**src/rtl/lcd_pkg.sv**
```systemverilog
// Shared definitions for the character-LCD command arbiter: command width,
// command field positions and the arbiter state encoding.
package lcd_pkg;

    localparam int LCD_CMD_W = 10;
    localparam int RS_BIT    = 9;
    localparam int RW_BIT    = 8;

    typedef enum logic [1:0] {
        IDLE      = 2'd0,
        ISSUE     = 2'd1,
        WAIT_DONE = 2'd2
    } lcd_arb_state_t;

endpackage

```
**src/rtl/rr_pick.sv**
```systemverilog
// Combinational round-robin picker: searches upward from ptr+1 with wrap and
// reports the first set request bit.
module rr_pick #(
    parameter int N = 4
) (
    input  logic [N-1:0]         req,
    input  logic [$clog2(N)-1:0] ptr,
    output logic                 valid,
    output logic [$clog2(N)-1:0] idx
);

    localparam int IW = $clog2(N);

    logic [IW-1:0] cand;

    always_comb begin
        valid = 1'b0;
        idx   = '0;
        cand  = '0;
        for (int k = 1; k <= N; k++) begin
            cand = IW'((int'(ptr) + k) % N);
            if (!valid && req[cand]) begin
                valid = 1'b1;
                idx   = cand;
            end
        end
    end

endmodule

```
**src/rtl/lcd_cmd_arbiter.sv**
```systemverilog
// Round-robin arbiter sharing one LCD controller between N_REQ command sources;
// latches the winner's command and runs the enable/busy handshake.
module lcd_cmd_arbiter
    import lcd_pkg::*;
#(
    parameter int N_REQ   = 4,
    parameter int TIMEOUT = 15
) (
    input  logic                       clk,
    input  logic                       rst,
    input  logic [N_REQ-1:0]           req,
    input  logic [N_REQ*LCD_CMD_W-1:0] req_cmd,
    output logic [N_REQ-1:0]           ack,
    output logic [N_REQ-1:0]           err,
    output logic                       lcd_enable,
    output logic [LCD_CMD_W-1:0]       lcd_bus,
    input  logic                       lcd_busy,
    output logic [$clog2(N_REQ)-1:0]   grant_id,
    output logic                       active
);

    localparam int IW = $clog2(N_REQ);
    localparam logic [7:0] TLIM = 8'(TIMEOUT - 1);

    lcd_arb_state_t state, state_d;
    logic [IW-1:0]        ptr, ptr_d;
    logic [7:0]           tcnt, tcnt_d;
    logic [IW-1:0]        grant_d;
    logic [LCD_CMD_W-1:0] bus_d;
    logic [N_REQ-1:0]     ack_d, err_d;
    logic                 enable_d, active_d;

    logic                 pick_valid;
    logic [IW-1:0]        pick_idx;
    logic [LCD_CMD_W-1:0] cmds [N_REQ];

    always_comb begin
        for (int i = 0; i < N_REQ; i++) begin
            cmds[i] = req_cmd[i*LCD_CMD_W +: LCD_CMD_W];
        end
    end

    rr_pick #(.N(N_REQ)) u_pick (
        .req   (req),
        .ptr   (ptr),
        .valid (pick_valid),
        .idx   (pick_idx)
    );

    always_ff @(posedge clk or posedge rst) begin
        if (rst) begin
            state      <= IDLE;
            ptr        <= IW'(N_REQ - 1);
            tcnt       <= '0;
            grant_id   <= '0;
            lcd_bus    <= '0;
            lcd_enable <= 1'b0;
            ack        <= '0;
            err        <= '0;
            active     <= 1'b0;
        end else begin
            state      <= state_d;
            ptr        <= ptr_d;
            tcnt       <= tcnt_d;
            grant_id   <= grant_d;
            lcd_bus    <= bus_d;
            lcd_enable <= enable_d;
            ack        <= ack_d;
            err        <= err_d;
            active     <= active_d;
        end
    end

    // Outputs are computed from the next state so every port comes straight off a flop.
    always_comb begin
        state_d = state;
        ptr_d   = ptr;
        tcnt_d  = tcnt;
        grant_d = grant_id;
        bus_d   = lcd_bus;
        ack_d   = '0;
        err_d   = '0;
        case (state)
            IDLE: begin
                if (!lcd_busy && pick_valid) begin
                    state_d = ISSUE;
                    ptr_d   = pick_idx;
                    grant_d = pick_idx;
                    bus_d   = cmds[pick_idx];
                    tcnt_d  = '0;
                end
            end
            ISSUE: begin
                tcnt_d = tcnt + 8'd1;
                // Busy wins over the timeout when both land on the same cycle.
                if (lcd_busy) begin
                    state_d         = WAIT_DONE;
                    ack_d[grant_id] = 1'b1;
                end else if (tcnt == TLIM) begin
                    state_d         = IDLE;
                    err_d[grant_id] = 1'b1;
                end
            end
            WAIT_DONE: begin
                if (!lcd_busy) begin
                    state_d = IDLE;
                end
            end
            default: state_d = IDLE;
        endcase
        enable_d = (state_d == ISSUE);
        active_d = (state_d != IDLE);
    end

endmodule

```
**config.mk**
```make
export PLATFORM = sky130hd
export DESIGN_NAME = lcd_cmd_arbiter
export DESIGN_NICKNAME = d
export VERILOG_FILES = /design/src/rtl/lcd_pkg.sv /design/src/rtl/rr_pick.sv /design/src/rtl/lcd_cmd_arbiter.sv
export SDC_FILE = /design/constraint.sdc
export NUM_CORES = 1
export LEC_CHECK = 0
export CAP_MARGIN = 20
export CORE_AREA = 5 5 85 71
export CTS_CLUSTER_DIAMETER = 50
export CTS_CLUSTER_SIZE = 24
export DETAILED_ROUTE_END_ITERATION = 16
export DIE_AREA = 0 0 90 76
export PLACE_DENSITY_LB_ADDON = 0.1
export RECOVER_POWER = 50
export SYNTH_ARGS = -nofsm -noshare
export SYNTH_HDL_FRONTEND = slang
export SYNTH_HIERARCHICAL = 1
export SYNTH_SLANG_ARGS = --single-unit
```
**constraint.sdc**
```tcl
create_clock -name clk -period 1.8 [get_ports clk]
set_input_delay 0.27 -clock clk [delete_from_list [all_inputs] [get_ports clk]]
set_output_delay 0.27 -clock clk [all_outputs]
set_load 0.02 [all_outputs]
```
Yosys cells after proc, flatten, opt, wreduce, memory -nomap -nowiden
Cells that the tools add are included.
{"block": "op_classes", "muxes": 33, "eq_ne": 5, "reduce_logical": 14, "multipliers": 0, "bitwise": 1, "n_div": 0, "add_sub_neg": 5, "shift": 0, "n_lt_le_gt_ge": 7}
{"cell": "binary-select mux 10 bit (select 2 bit)", "count": 1}
{"cell": "2-to-1 mux 10 bit", "count": 2}
{"cell": "2-to-1 mux 4 bit", "count": 5}
{"cell": "2-to-1 mux 2 bit", "count": 8}
{"cell": "case mux 8 bit (2 select lines)", "count": 1}
{"cell": "< comparator 2 x 3 -> 1 bit (second input constant)", "count": 5}
{"cell": "2-to-1 mux 1 bit", "count": 9}
{"cell": "adder 8 x 1 -> 8 bit (second input constant)", "count": 1}
{"cell": "binary-select mux 1 bit (select 2 bit)", "count": 4}
{"cell": "equality test 8 x 4 -> 1 bit (second input constant)", "count": 1}
{"cell": "2-to-1 mux 8 bit", "count": 1}
{"cell": "case mux 2 bit (3 select lines)", "count": 1}
{"cell": "logical AND 1 bit", "count": 5}
{"cell": "adder 2 x 1 -> 2 bit (second input constant)", "count": 2}
{"cell": "adder 2 bit (second input constant)", "count": 2}
{"cell": "equality test 2 x 1 -> 1 bit (second input constant)", "count": 2}
{"cell": "zero test 1 bit", "count": 4}
{"cell": "AND reduction 2 bit", "count": 2}
{"cell": "nonzero test 2 bit", "count": 2}
{"cell": "greater-or-equal comparator 3 bit (second input constant)", "count": 1}
{"cell": "inverter 2 -> 3 bit", "count": 1}
{"cell": "demux 1 bit (select 2 bit)", "count": 1}
{"cell": "equality test 2 bit (second input constant)", "count": 1}
{"cell": "greater-or-equal comparator 2 x 1 -> 1 bit (second input constant)", "count": 1}
{"cell": "other kinds (2)", "count": 2}
{"block": "word_totals", "n_memories": 0, "out_inout_bits": 22, "wordCells": 74, "mem_bits_ro": 0, "ram_bits": 0, "latch_bits": 0, "ff_bits": 34}

Depth between registers and ports, before layout
{"block": "logic_depth", "depth_word": 17, "depth_mapped": 7, "depth_no_buf": 6}

By module
The synthesis kept the hierarchy.
{"module": "lcd_cmd_arbiter", "cells_each": 145, "n_inst": 1, "area_per_inst_um2": 1612.8, "seq_area_each_um2": 853.3}
{"module": "rr_pick", "cells_each": 14, "n_inst": 1, "area_per_inst_um2": 91.3, "seq_area_each_um2": 0.0}

Least setup slack after synthesis
Ideal clock, no wire load.
{"block": "synth_path", "kind": "register to register", "from": "register ptr[1]", "to": "register lcd_bus[0]", "period_less_slack_ns": 1.971, "stages_incl_launch_ff": 8, "arrival_time_ns": 1.854, "t_required_ns": 1.683, "n_path_buf": 1, "setup_ns": 0.117, "path_slack_ns": -0.171, "cell_sequence": "dfstp_2 nand2b_1 a21oi_2 o221ai_2 buf_2 mux4_2 nand2_1 nand2_1"}
{"block": "synth_via", "elab_chain_len": 17, "word_cells_on_any_way": 32}
{"item": "start, declared", "line": "lcd_cmd_arbiter.sv:26", "source": "logic [IW-1:0] ptr, ptr_d;"}
{"item": "start signal, assigned", "line": "lcd_cmd_arbiter.sv:53", "source": "ptr <= IW'(N_REQ - 1);"}
{"item": "start signal, assigned", "line": "lcd_cmd_arbiter.sv:63", "source": "ptr <= ptr_d;"}
{"item": "adder 2 x 1 -> 2 bit", "line": "rr_pick.sv:21", "source": "cand = IW'((int'(ptr) + k) % N);"}
{"item": "binary-select mux 1 bit (select 2 bit)", "line": "rr_pick.sv:22", "source": "if (!valid && req[cand]) begin"}
{"item": "2-to-1 mux 1 bit (not written as such)", "line": "rr_pick.sv:22"}
{"item": "2-to-1 mux 1 bit", "line": "rr_pick.sv:22"}
{"item": "zero test 1 bit", "line": "rr_pick.sv:22"}
{"item": "logical AND 1 bit", "line": "rr_pick.sv:22"}
{"item": "2-to-1 mux 1 bit", "line": "rr_pick.sv:22"}
{"item": "zero test 1 bit", "line": "rr_pick.sv:22"}
{"item": "logical AND 1 bit", "line": "rr_pick.sv:22"}
{"item": "2-to-1 mux 1 bit", "line": "rr_pick.sv:22"}
{"item": "zero test 1 bit", "line": "rr_pick.sv:22"}
{"item": "logical AND 1 bit", "line": "rr_pick.sv:22"}
{"item": "2-to-1 mux 2 bit (*)", "line": "rr_pick.sv:22"}
{"item": "via pick_idx[0]", "line": "lcd_cmd_arbiter.sv:34", "source": "logic [IW-1:0] pick_idx;"}
{"item": "inverter 2 -> 3 bit (not written as such) (*)", "line": "lcd_cmd_arbiter.sv:89", "source": "bus_d = cmds[pick_idx];"}
{"item": "binary-select mux 10 bit (select 2 bit) (*)", "line": "lcd_cmd_arbiter.sv:89"}
{"item": "2-to-1 mux 10 bit (not written as such) (*) (2 in series)", "line": "lcd_cmd_arbiter.sv:89"}
{"item": "end signal, assigned", "line": "lcd_cmd_arbiter.sv:66", "source": "lcd_bus <= bus_d;"}
{"item": "end, declared", "line": "lcd_cmd_arbiter.sv:16", "source": "output logic [LCD_CMD_W-1:0] lcd_bus,"}
Mark *: on every way through the listed nets, which the timed path passes. The rest lies on a longest branch. The select of a mux whose other input is x is not followed.
A chain may end at the register's enable or synchronous reset.

Final worst setup path
{"block": "layout_path", "from": "register ptr[1]", "to": "register lcd_bus[3]"}
Same word-level chain as after synthesis.

==> metrics.log <==
[metrics] Global Route Usage Sum: 0.130
[metrics] maximum clock skew at final layout: 6.69 ps
[metrics] sequential cell area in the final layout: 853 um2
[metrics] required time at the worst-slack endpoint: 1980 ps
[metrics] count of input and output buffers: 68
[metrics] wire length of the first global-routing pass: 7.29 mm
[metrics] cell at the root of the clock tree: sky130_fd_sc_hd__clkbuf_8
[metrics] fin worst setup slack: -144 ps
[metrics] CP peak stage delay: 600 ps
[metrics] Die H: 76 um
[metrics] failing checks: negative setup slack
[metrics] gp weighted congestion: 0.833
[metrics] leakage power: 1.14 nW
[metrics] area of the die: 6840 um2
[metrics] share of synthesized registers carrying an async set or reset: 1.00
[metrics] Synth Warn #: 6
[metrics] synthesis-to-layout area growth: 55.0%
[metrics] most prevalent standard cell on the critical path: sky130_fd_sc_hd__nand2_1
[metrics] ratio of final minimum period to clock period: 1.08
[metrics] Netlist Area Pre-Place: 1700 um2
[metrics] depth of the CTS H-tree: 2
[metrics] vias in the first global route: 1496
[metrics] hold crit path type: input pin to asynchronous set/reset pin
[metrics] vias after detailed routing: 1485
[metrics] average footprint of a synthesized cell: 10.7 um2
[metrics] first-pass iteration count of the detailed router: 4
[metrics] initial core utilization: 0.328
[metrics] power density over the cells: 1330 nW/um2
[metrics] CP Cell Sequence: nand2b_4, a21oi_2, o221ai_2, buf_12, mux4_2, nand2_1, nand2_1
[metrics] later-pin clock latency in the skew report: 290 ps
[metrics] final number of setup-violating endpoints: 10
[metrics] actual transition at the worst max-transition pin: 474 ps
[metrics] result of the run: finished with violations
[metrics] Hold Fails Final Rpt: 0
[metrics] net switching component of the power: 1.27 mW
[metrics] EDFF count, synth: 0
[metrics] Synth cell types: 36
[metrics] average wire length per cell after detail routing: 13.9 um
[metrics] design internal power: 2.24 mW
[metrics] kind of start point of the critical path: flip-flop
[metrics] RSZ-0062 raised after global routing: true
[metrics] sort of element at the end of the critical path: flip-flop
[metrics] area of the multi-input gates: 815 um2
[metrics] Detail Route Antenna Nets: 0
[metrics] placeable core region: 5190 um2
[metrics] Final nets: 288
[metrics] HPWL reported at the end of detailed placement: 3.46 mm
[metrics] total detailed-routing wirelength: 4.23 mm
[metrics] buffer depth of the longest clock path: 2
[metrics] max-slew headroom at the worst pin: 0.684
[metrics] gate count after technology mapping: 159
[metrics] n_diodes: 0
[metrics] initial detailed-routing violation count: 34
[metrics] Peak supply drop: 684 uV
[metrics] dominant register cell in the synthesized netlist: sky130_fd_sc_hd__dfrtp_1
[metrics] count of pins over their slew limit: 0
[metrics] Clock Sinks: 34
[metrics] I/O pin total: 69
[metrics] worst setup slack before clock tree synthesis: -363 ps
[metrics] flip-flop and latch count after synthesis: 34
[metrics] final global-route overflow total: 0
[metrics] worst-case hold slack: 385 ps
[metrics] Period minus WS final: 1940 ps
[metrics] clock group share of total power: 0.194
[metrics] Max Cap Violations: 0
[metrics] maximum number of pins on one net before global-route repair: 13
[metrics] filler cell count in the final layout: 486
[metrics] clock tree from TritonCTS: yes
[metrics] share of final-layout standard cells stronger than drive strength 1: 0.146
[metrics] relative contribution of combinational cells to total power: 0.447
[metrics] post-detailed-route DRC marker count: 0
[metrics] sequential share of the synthesized area: 0.501
[metrics] number of buffers created by CTS: 5
[metrics] critical path class: flip-flop to flip-flop
[metrics] CTS Hold Bufs: 0
[metrics] Arr. time, crit path: 2120 ps
[metrics] Synth Net Count: 208
[metrics] power share of the sequential group: 0.359
[metrics] cell row count: 24
[metrics] width of the die: 90 um
[metrics] drt via density: 4.87
[metrics] CTS clk-pin slew, worst paths: 70 ps
[metrics] maximum operating frequency: 514 MHz
[metrics] number of antenna violations at the first check in global routing: 0
[metrics] CP max FO: 11
[metrics] Switching Fraction: 0.361
[metrics] Crit-path slowest cell: sky130_fd_sc_hd__dfstp_2
## final cells by class
type                       count  share of cell area
sequential                    34               0.323
multi-input combinational    114               0.308
timing repair buffer          80               0.291
tap                           65              0.0308
clock buffer                   5              0.0261
clock inverter                 3              0.0152
inverter                       4             0.00568
## logic make-up (layout without fill, tap and decap cells)
| family | Yosys count | count (layout) | share of synthesized area |
|---|---|---|---|
| fa+ha+maj | 2 | 2 | 0.0147 |
| simple gates | 79 | 79 | 0.219 |
| compound gates | 21 | 21 | 0.0910 |
| buf+inv | 11 | 92 | 0.0316 |
| mux | 11 | 11 | 0.138 |
| flops | 34 | 34 | 0.501 |
| xor+xnor | 1 | 1 | 0.00514 |
## registers in the layout, summed over array words and instances (netlist names)
| name | count |
|---|---|
| state | 2 |
| tcnt | 8 |
| grant_id | 2 |
| lcd_enable | 1 |
| lcd_bus | 10 |
| ptr | 2 |
| err | 4 |
| ack | 4 |
| active | 1 |
## cells in the mapped netlist (all sizes together), types with 2 or more instances
cell | n | area share
o41ai | 2 | 0.010
o31ai | 4 | 0.018
clkbuf | 2 | 0.0044
dfstp | 2 | 0.031
a21oi | 4 | 0.014
buf | 5 | 0.018
nand2 | 44 | 0.097
o211ai | 2 | 0.0088
dfrtp | 32 | 0.47
inv | 4 | 0.0088
nand3 | 6 | 0.018
nor2 | 10 | 0.022
mux4 | 10 | 0.13
nor3 | 2 | 0.0088
o21ai | 3 | 0.0088
nor4b | 2 | 0.010
nand2b | 7 | 0.026
ha | 2 | 0.015
o311ai | 2 | 0.010
## path summary, 6_finish.rpt
| check | from | end | slack [ps] | cells after the start |
|---|---|---|---|---|
| worst min-delay path | rst | tcnt[4] | 380 | 2 |
| worst max register to register | ptr[1] | lcd_bus[3] | -140 | 7 |
| worst min register to register | tcnt[7] | tcnt[7] | 470 | 1 |
| max in group asynchronous | rst | active | 700 | 3 |
| min in group clk | tcnt[7] | tcnt[7] | 470 | 1 |
| worst max-delay path | ptr[1] | lcd_bus[3] | -140 | 7 |
## power groups by stage
stage                     Clock (mW)  Sequential [mW]  Combinational (mW)
final                          0.680             1.26                1.57
after global routing           0.726             1.30                1.73
after CTS                      0.698             1.26                1.59
after detailed placement           0             1.26                1.59
after global placement             0             1.25                1.56
after floorplan                    0             1.41               0.740
## cell usage in the layout, fill, tap and decap left out, drive strengths merged, types with 2 or more instances in the layout
cell type | synthesis | final
o31ai | 4 | 4
buf | 5 | 8
inv | 4 | 4
dfrtp | 32 | 32
nand2b | 7 | 7
clkbuf | 2 | 9
nor4b | 2 | 2
nand3 | 6 | 6
dfstp | 2 | 2
nor2 | 10 | 10
nor3 | 2 | 2
nand2 | 44 | 44
clkinv | 0 | 2
a21oi | 4 | 4
mux4 | 10 | 10
dlygate4sd3 | 0 | 2
o211ai | 2 | 2
o21ai | 3 | 3
ha | 2 | 2
o311ai | 2 | 2
o41ai | 2 | 2
clkdlybuf4s50 | 0 | 66
## worst max-delay path, delay by kind of cell, from the launching register on
family,cells,cell delay (ps)
and+or+nand+nor,3,280
buffers and inverters,1,180
AOI/OAI and AO/OA,2,270
muxes,1,500
DFF,1,600
## per-layer routing
layer  global-route usage  share of wire  vias up
met2                0.208           0.48       59
met4               0.0476          0.015        0
met3               0.0523          0.089        6
met5                    0              0        -
met1                0.158           0.42      696
li1                     -              -      724
## through the flow
step	instance area [um2]	instances	utilization	power, mW	setup TNS [ps]
after floorplan	1710	159	-	2.15	-473
after global placement	2540	297	0.488	2.81	-5580
after detailed placement	2540	297	0.488	2.86	-6490
after CTS	2650	305	0.509	3.55	-1150
after global routing	2640	305	0.508	3.76	-1920
final	2640	305	0.508	3.51	-1190
## repair_timing
| item | in CTS | in global routing |
|---|---|---|
| buffers inserted | 0 | 0 |
| cloned | 0 | 0 |
| gates resized for setup | 0 | 3 |
| endpoints found under the setup margin | 10 | 17 |
| endpoints found under the hold margin | 0 | 0 |
Note: power is estimated with default switching activity, not from simulation.
